### src/rtl/deframer_pkg.sv
// deframer_pkg: shared state encoding and default framing constants for byte_deframer.
package deframer_pkg;
    typedef enum logic [1:0] {HUNT, PAYLOAD, DONE} state_t;
    localparam logic [7:0] SYNC_WORD_DEF = 8'hA5;
    localparam int FRAME_LEN_DEF = 10;
endpackage

### src/rtl/sync_detector.sv
// sync_detector: 8-bit serial window (oldest bit at bit 7) with a match flag that
// includes the current valid bit, so the FSM can leave HUNT on that same edge.
module sync_detector
    import deframer_pkg::*;
#(
    parameter logic [7:0] SYNC_WORD = SYNC_WORD_DEF
) (
    input  logic clk,
    input  logic reset,
    input  logic en,
    input  logic clear,
    input  logic bit_valid,
    input  logic bit_in,
    output logic match
);
    logic [7:0] window;
    logic [7:0] next_window;

    assign next_window = {window[6:0], bit_in};
    assign match = en && bit_valid && next_window == SYNC_WORD;

    always_ff @(posedge clk or negedge reset) begin
        if (!reset) window <= '0;
        else if (clear) window <= '0;
        else if (en && bit_valid) window <= next_window;
    end
endmodule

### src/rtl/byte_deframer.sv
// byte_deframer: hunts SYNC_WORD in a serial MSB-first stream, then delivers FRAME_LEN bytes.
// Define BYTE_DEFRAMER_PARITY_EN to expect an even-parity bit after every payload byte.
module byte_deframer
    import deframer_pkg::*;
#(
    parameter logic [7:0] SYNC_WORD = SYNC_WORD_DEF,
    parameter int FRAME_LEN = FRAME_LEN_DEF
) (
    input  logic       clk,
    input  logic       reset,
    input  logic       bit_in,
    input  logic       bit_valid,
    output logic [7:0] data_out,
    output logic       byte_valid,
    output logic       start_sink,
    output logic       frame_done,
    output logic       sync_lock,
    output logic       parity_err
);
`ifdef BYTE_DEFRAMER_PARITY_EN
    localparam int SW = 8;
    localparam logic [3:0] BIT_LAST = 4'd8;
`else
    localparam int SW = 7;
    localparam logic [3:0] BIT_LAST = 4'd7;
`endif
    localparam logic [7:0] LEN = 8'(FRAME_LEN);

    state_t state;
    logic [SW-1:0] shreg;
    logic [3:0] idx;
    logic [7:0] cnt;
    logic [7:0] byte_now;
    logic match;
    logic perr;

    // Without parity the 8th bit completes the byte directly, so only 7 bits are held.
`ifdef BYTE_DEFRAMER_PARITY_EN
    assign byte_now = shreg;
    assign perr = ^shreg ^ bit_in;
`else
    assign byte_now = {shreg, bit_in};
    assign perr = 1'b0;
`endif

    sync_detector #(.SYNC_WORD(SYNC_WORD)) u_sync (
        .clk(clk),
        .reset(reset),
        .en(state == HUNT),
        .clear(state == DONE),
        .bit_valid(bit_valid),
        .bit_in(bit_in),
        .match(match)
    );

    always_ff @(posedge clk or negedge reset) begin
        if (!reset) begin
            state <= HUNT;
            shreg <= '0;
            idx <= '0;
            cnt <= '0;
            data_out <= '0;
            byte_valid <= 1'b0;
            start_sink <= 1'b0;
            frame_done <= 1'b0;
            sync_lock <= 1'b0;
            parity_err <= 1'b0;
        end else begin
            byte_valid <= 1'b0;
            start_sink <= 1'b0;
            frame_done <= 1'b0;
            parity_err <= 1'b0;
            case (state)
                HUNT: if (match) begin
                    state <= PAYLOAD;
                    start_sink <= 1'b1;
                    sync_lock <= 1'b1;
                end
                PAYLOAD: if (bit_valid) begin
                    shreg <= {shreg[SW-2:0], bit_in};
                    if (idx == BIT_LAST) begin
                        idx <= '0;
                        data_out <= byte_now;
                        byte_valid <= 1'b1;
                        parity_err <= perr;
                        cnt <= cnt + 8'd1;
                        // Leave on the delivering edge so frame_done trails byte_valid by one cycle.
                        if (cnt + 8'd1 == LEN) begin
                            state <= DONE;
                            sync_lock <= 1'b0;
                        end
                    end else begin
                        idx <= idx + 4'd1;
                    end
                end
                DONE: begin
                    frame_done <= 1'b1;
                    shreg <= '0;
                    idx <= '0;
                    cnt <= '0;
                    state <= HUNT;
                end
                default: state <= HUNT;
            endcase
        end
    end
endmodule

### config.mk
export PLATFORM = sky130hd
export DESIGN_NAME = byte_deframer
export DESIGN_NICKNAME = d
export VERILOG_FILES = /design/src/rtl/deframer_pkg.sv /design/src/rtl/sync_detector.sv /design/src/rtl/byte_deframer.sv
export SDC_FILE = /design/constraint.sdc
export NUM_CORES = 1
export LEC_CHECK = 0
export ABC_AREA = 0
export BUFFER_PORTS_ARGS = -buffer_cell sky130_fd_sc_hd__buf_4
export CORE_AREA = 2 2 70 65
export DETAILED_ROUTE_END_ITERATION = 16
export DIE_AREA = 0 0 72 67
export GPL_ROUTABILITY_DRIVEN = 0
export PLACE_DENSITY = 0.67
export SETUP_SLACK_MARGIN = 0.4
export SLEW_MARGIN = 25
export SYNTH_ARGS = -nofsm -noshare
export SYNTH_HDL_FRONTEND = slang
export SYNTH_SLANG_ARGS = --single-unit
### constraint.sdc
create_clock -name clk -period 2.19 [get_ports clk]
set_input_delay 0.438 -clock clk [delete_from_list [all_inputs] [get_ports clk]]
set_output_delay 0.438 -clock clk [all_outputs]
set_load 0.005 [all_outputs]
==> metrics.md <==
| Metric | Value |
|---|---|
| Outcome | `finished, final reports clean` |
| Synthesized area per cell | `9.34 µm²` |
| # fillers | `359` |
| Fmax | `600 MHz` |
| Reg2Reg Launch Point | `cnt[0]` |
| VDD IR max | `0.608 mV` |
| Flop2flop setup slack | `0.52 ns` |
| FF/Latch Area | `1000 µm²` |
| Sequential area share after synthesis | `0.506` |
| Cell count after synthesis | `212` |
| Final wirelength | `3850 µm` |
| Final min period | `1.67 ns` |
| I/O Pins | `17` |
| Initial antenna violation count | `0` |
| First-pass GRT wire length | `6560 µm` |
| Fraction of registers with async set or reset after synthesis | `1.00` |
| Synth Register Bits | `40` |
| Final Total Pwr | `0.00214 W` |
| Post-DP HPWL | `2480 µm` |
| Clk buf depth | `2` |
| GRT Resource Usage Total | `0.177` |
| Multi-input logic area | `926 µm²` |
| Crit-path max cell delay | `0.46 ns` |
| # DRC | `0` |
| Count of final hold-check violations | `0` |
| Crit path max fanout | `6` |
| CP max stage cell | `dfrtp_2` |
| Die area | `4820 µm²` |
| Critical path class | `flop to flop` |
| Data required, critical path | `2.36 ns` |
| Netlist Area Pre-Place | `1980 µm²` |
| Design area | `2340 µm²` |
| Leak | `1.10 nW` |
| Final hold slack | `0.121 ns` |
| Synth warnings | `0` |
| CORE AREA | `4050 µm²` |
| DR pass1 iterations | `4` |
| Gr ovfl total | `0` |
| DR iter-0 viols | `66` |
| Clk sinks | `40` |
| Post-synth EDFFs | `0` |
| Max_cap viols | `0` |
| Largest net degree at the start of global routing | `41` |
| FF-to-FF path depth | `6` |
| Final setup viols | `0` |
| Initial cell density of the core | `0.489` |
| Die Y | `67 µm` |
| Critical Path AT | `1.84 ns` |
| Clk Latency, worst-skew pair | `0.29 ns` |
| Die width | `72 µm` |
| ANT nets after route | `0` |
| Vias in the first global route | `1461` |
| CTS Buf Count | `5` |
| Crit path cell chain | `ha_4, nand3_4, xor2_1, nand4_2, nor4_4, o21bai_2` |
| Area growth syn-to-layout | `18.0%` |
| Fin util | `0.577` |
| Syn Nets | `219` |
| Port Buffers | `15` |
| RSZ-0062 raised after global routing | `no` |
| CP Launch Type | `flop` |
| Reg clk slew, reported paths | `0.08 ns` |
| H-tree depth | `2` |
| Main synth FF type | `dfrtp_1` |
| CTS tree | `yes` |
| Simple-gate share of the synthesized area | `0.240` |
| HP Class | `primary input to asynchronous set/reset pin` |
| Setup TNS | `0 ns` |
| Largest family of logic cells by synthesized area | `simple AND/OR/NAND/NOR gates` |
| Fin crit share | `0.760` |
| Area after detailed placement | `2110 µm²` |
| Power Density | `914 nW/µm²` |
| Count of pins over their slew limit | `0` |
| Total vias in the final route | `1537` |
| Rows | `22` |
| Xor/xnor share of the synthesized area | `0.0171` |
| Post-synthesis compound-gate area fraction | `0.162` |
| Vias/cell | `5.49` |
| Post-synthesis mux area share | `0.00506` |
| Synth unique cells | `47` |
| Worst Skew | `0.00601 ns` |
| Layout cell share with drive strength beyond 1 | `0.233` |
| Adder and majority cell fraction of the synthesized area | `0.0190` |
| Worst Setup End Kind | `flop` |
| WL per Instance | `13.8 µm` |
| Nets | `238` |
| FF-to-FF End | `sync_lock` |
| # diodes | `0` |
| Root Buffer | `clkbuf_8` |
[cells in the final DEF (no fill, tap or decap), types with 2 or more instances in the layout]
cell type	instances
dfrtp_1	37
nor2_1	5
and2_1	2
a21oi_1	16
nor2b_1	4
buf_4	24
a31oi_1	2
and3_1	8
nand3_1	2
o31ai_1	2
o211ai_1	2
dfrtp_2	3
inv_1	4
o21ai_1	18
xor2_1	2
o21ai_0	4
or3_1	2
nand2b_1	3
a22o_1	3
nand2_1	49
clkbuf_8	7
nor4_4	2
[routing by layer]
layer  global-route usage  vias up  share of wire
met3               0.0408        5          0.041
met1                0.241      733           0.50
li1                     -      767              -
met2                0.284       32           0.45
met5                    0        -              0
met4               0.0495        0         0.0096
[Yosys cell counts, drive strengths merged (3+ instances only)]
master / instances / share of area
nor4: 3 / 0.017
xor2: 3 / 0.017
clkbuf: 5 / 0.0095
a22o: 3 / 0.013
nand3: 4 / 0.015
nand2: 49 / 0.093
a21oi: 16 / 0.040
ha: 3 / 0.019
o211ai: 3 / 0.014
and3: 9 / 0.029
buf: 8 / 0.028
o21ai: 23 / 0.058
nand2b: 3 / 0.0095
nor2b: 4 / 0.013
inv: 5 / 0.0095
dfrtp: 40 / 0.51
nor2: 6 / 0.011
[layout make-up]
cell class	count	share of cell area
clock buffer	7	0.0412
clock inverter	1	0.0129
inverter	6	0.0118
multi-input combinational	153	0.396
sequential	40	0.430
tap	48	0.0257
timing repair buffer	25	0.0819
[stage by stage]
stage	instances	worst slack, ns
4_1_cts	274	0.395
5_1_grt	280	0.418
3_5_place_dp	266	0.325
2_1_floorplan	212	0.585
6_report	280	0.525
3_3_place_gp	266	0.321
[where the power goes]
group | switching (W) | internal [W] | total (W) | leakage (nW)
registers | 0.000126 | 0.000877 | 0.00100 | 0.503
logic | 0.000230 | 0.000255 | 0.000486 | 0.530
clock network | 0.000244 | 0.000402 | 0.000646 | 0.0645
[cells by family (layout without fill, tap and decap cells)]
kind of cell    Yosys count  in the layout
simple gates             91             91
compound gates           54             54
flops                    40             40
buf+inv                  19             39
fa+ha+maj                 3              3
xor+xnor                  3              3
other cells               1              1
mux                       1              1
[flip-flops by register name, summed over array words and instances, names as in the netlist]
| register | cells |
|---|---|
| state | 2 |
| shreg | 7 |
| cnt | 8 |
| sync_lock | 1 |
| u_sync.window | 7 |
| data_out | 8 |
| byte_valid | 1 |
| start_sink | 1 |
| idx | 4 |
| frame_done | 1 |
[worst max path at each step]
stage | from | cells after the start | to
after detailed placement | cnt[0] | 6 | state[0]
after global placement | cnt[0] | 6 | state[0]
after CTS | cnt[0] | 6 | state[0]
final | cnt[0] | 6 | sync_lock
after global routing | idx[0] | 7 | cnt[5]
after floorplan | cnt[0] | 6 | state[0]
[critical path: cells and delay by family, from the launching register on]
kind	cells	cell delay (ns)
adder cells (fa/ha/maj)	1	0.20
AND/OR/NAND/NOR	3	0.63
XOR/XNOR	1	0.19
AO/OA/AOI/OAI	1	0.08
flip-flops	1	0.46
[timing repair]
item | in CTS | in global routing
hold buffers | 0 | 0
pin swaps | 0 | 5
buffers inserted | 0 | 6
setup endpoints to repair | 4 | 8
gates resized for setup | 5 | 9
No activity file was read; power rests on OpenSTA's default activity.
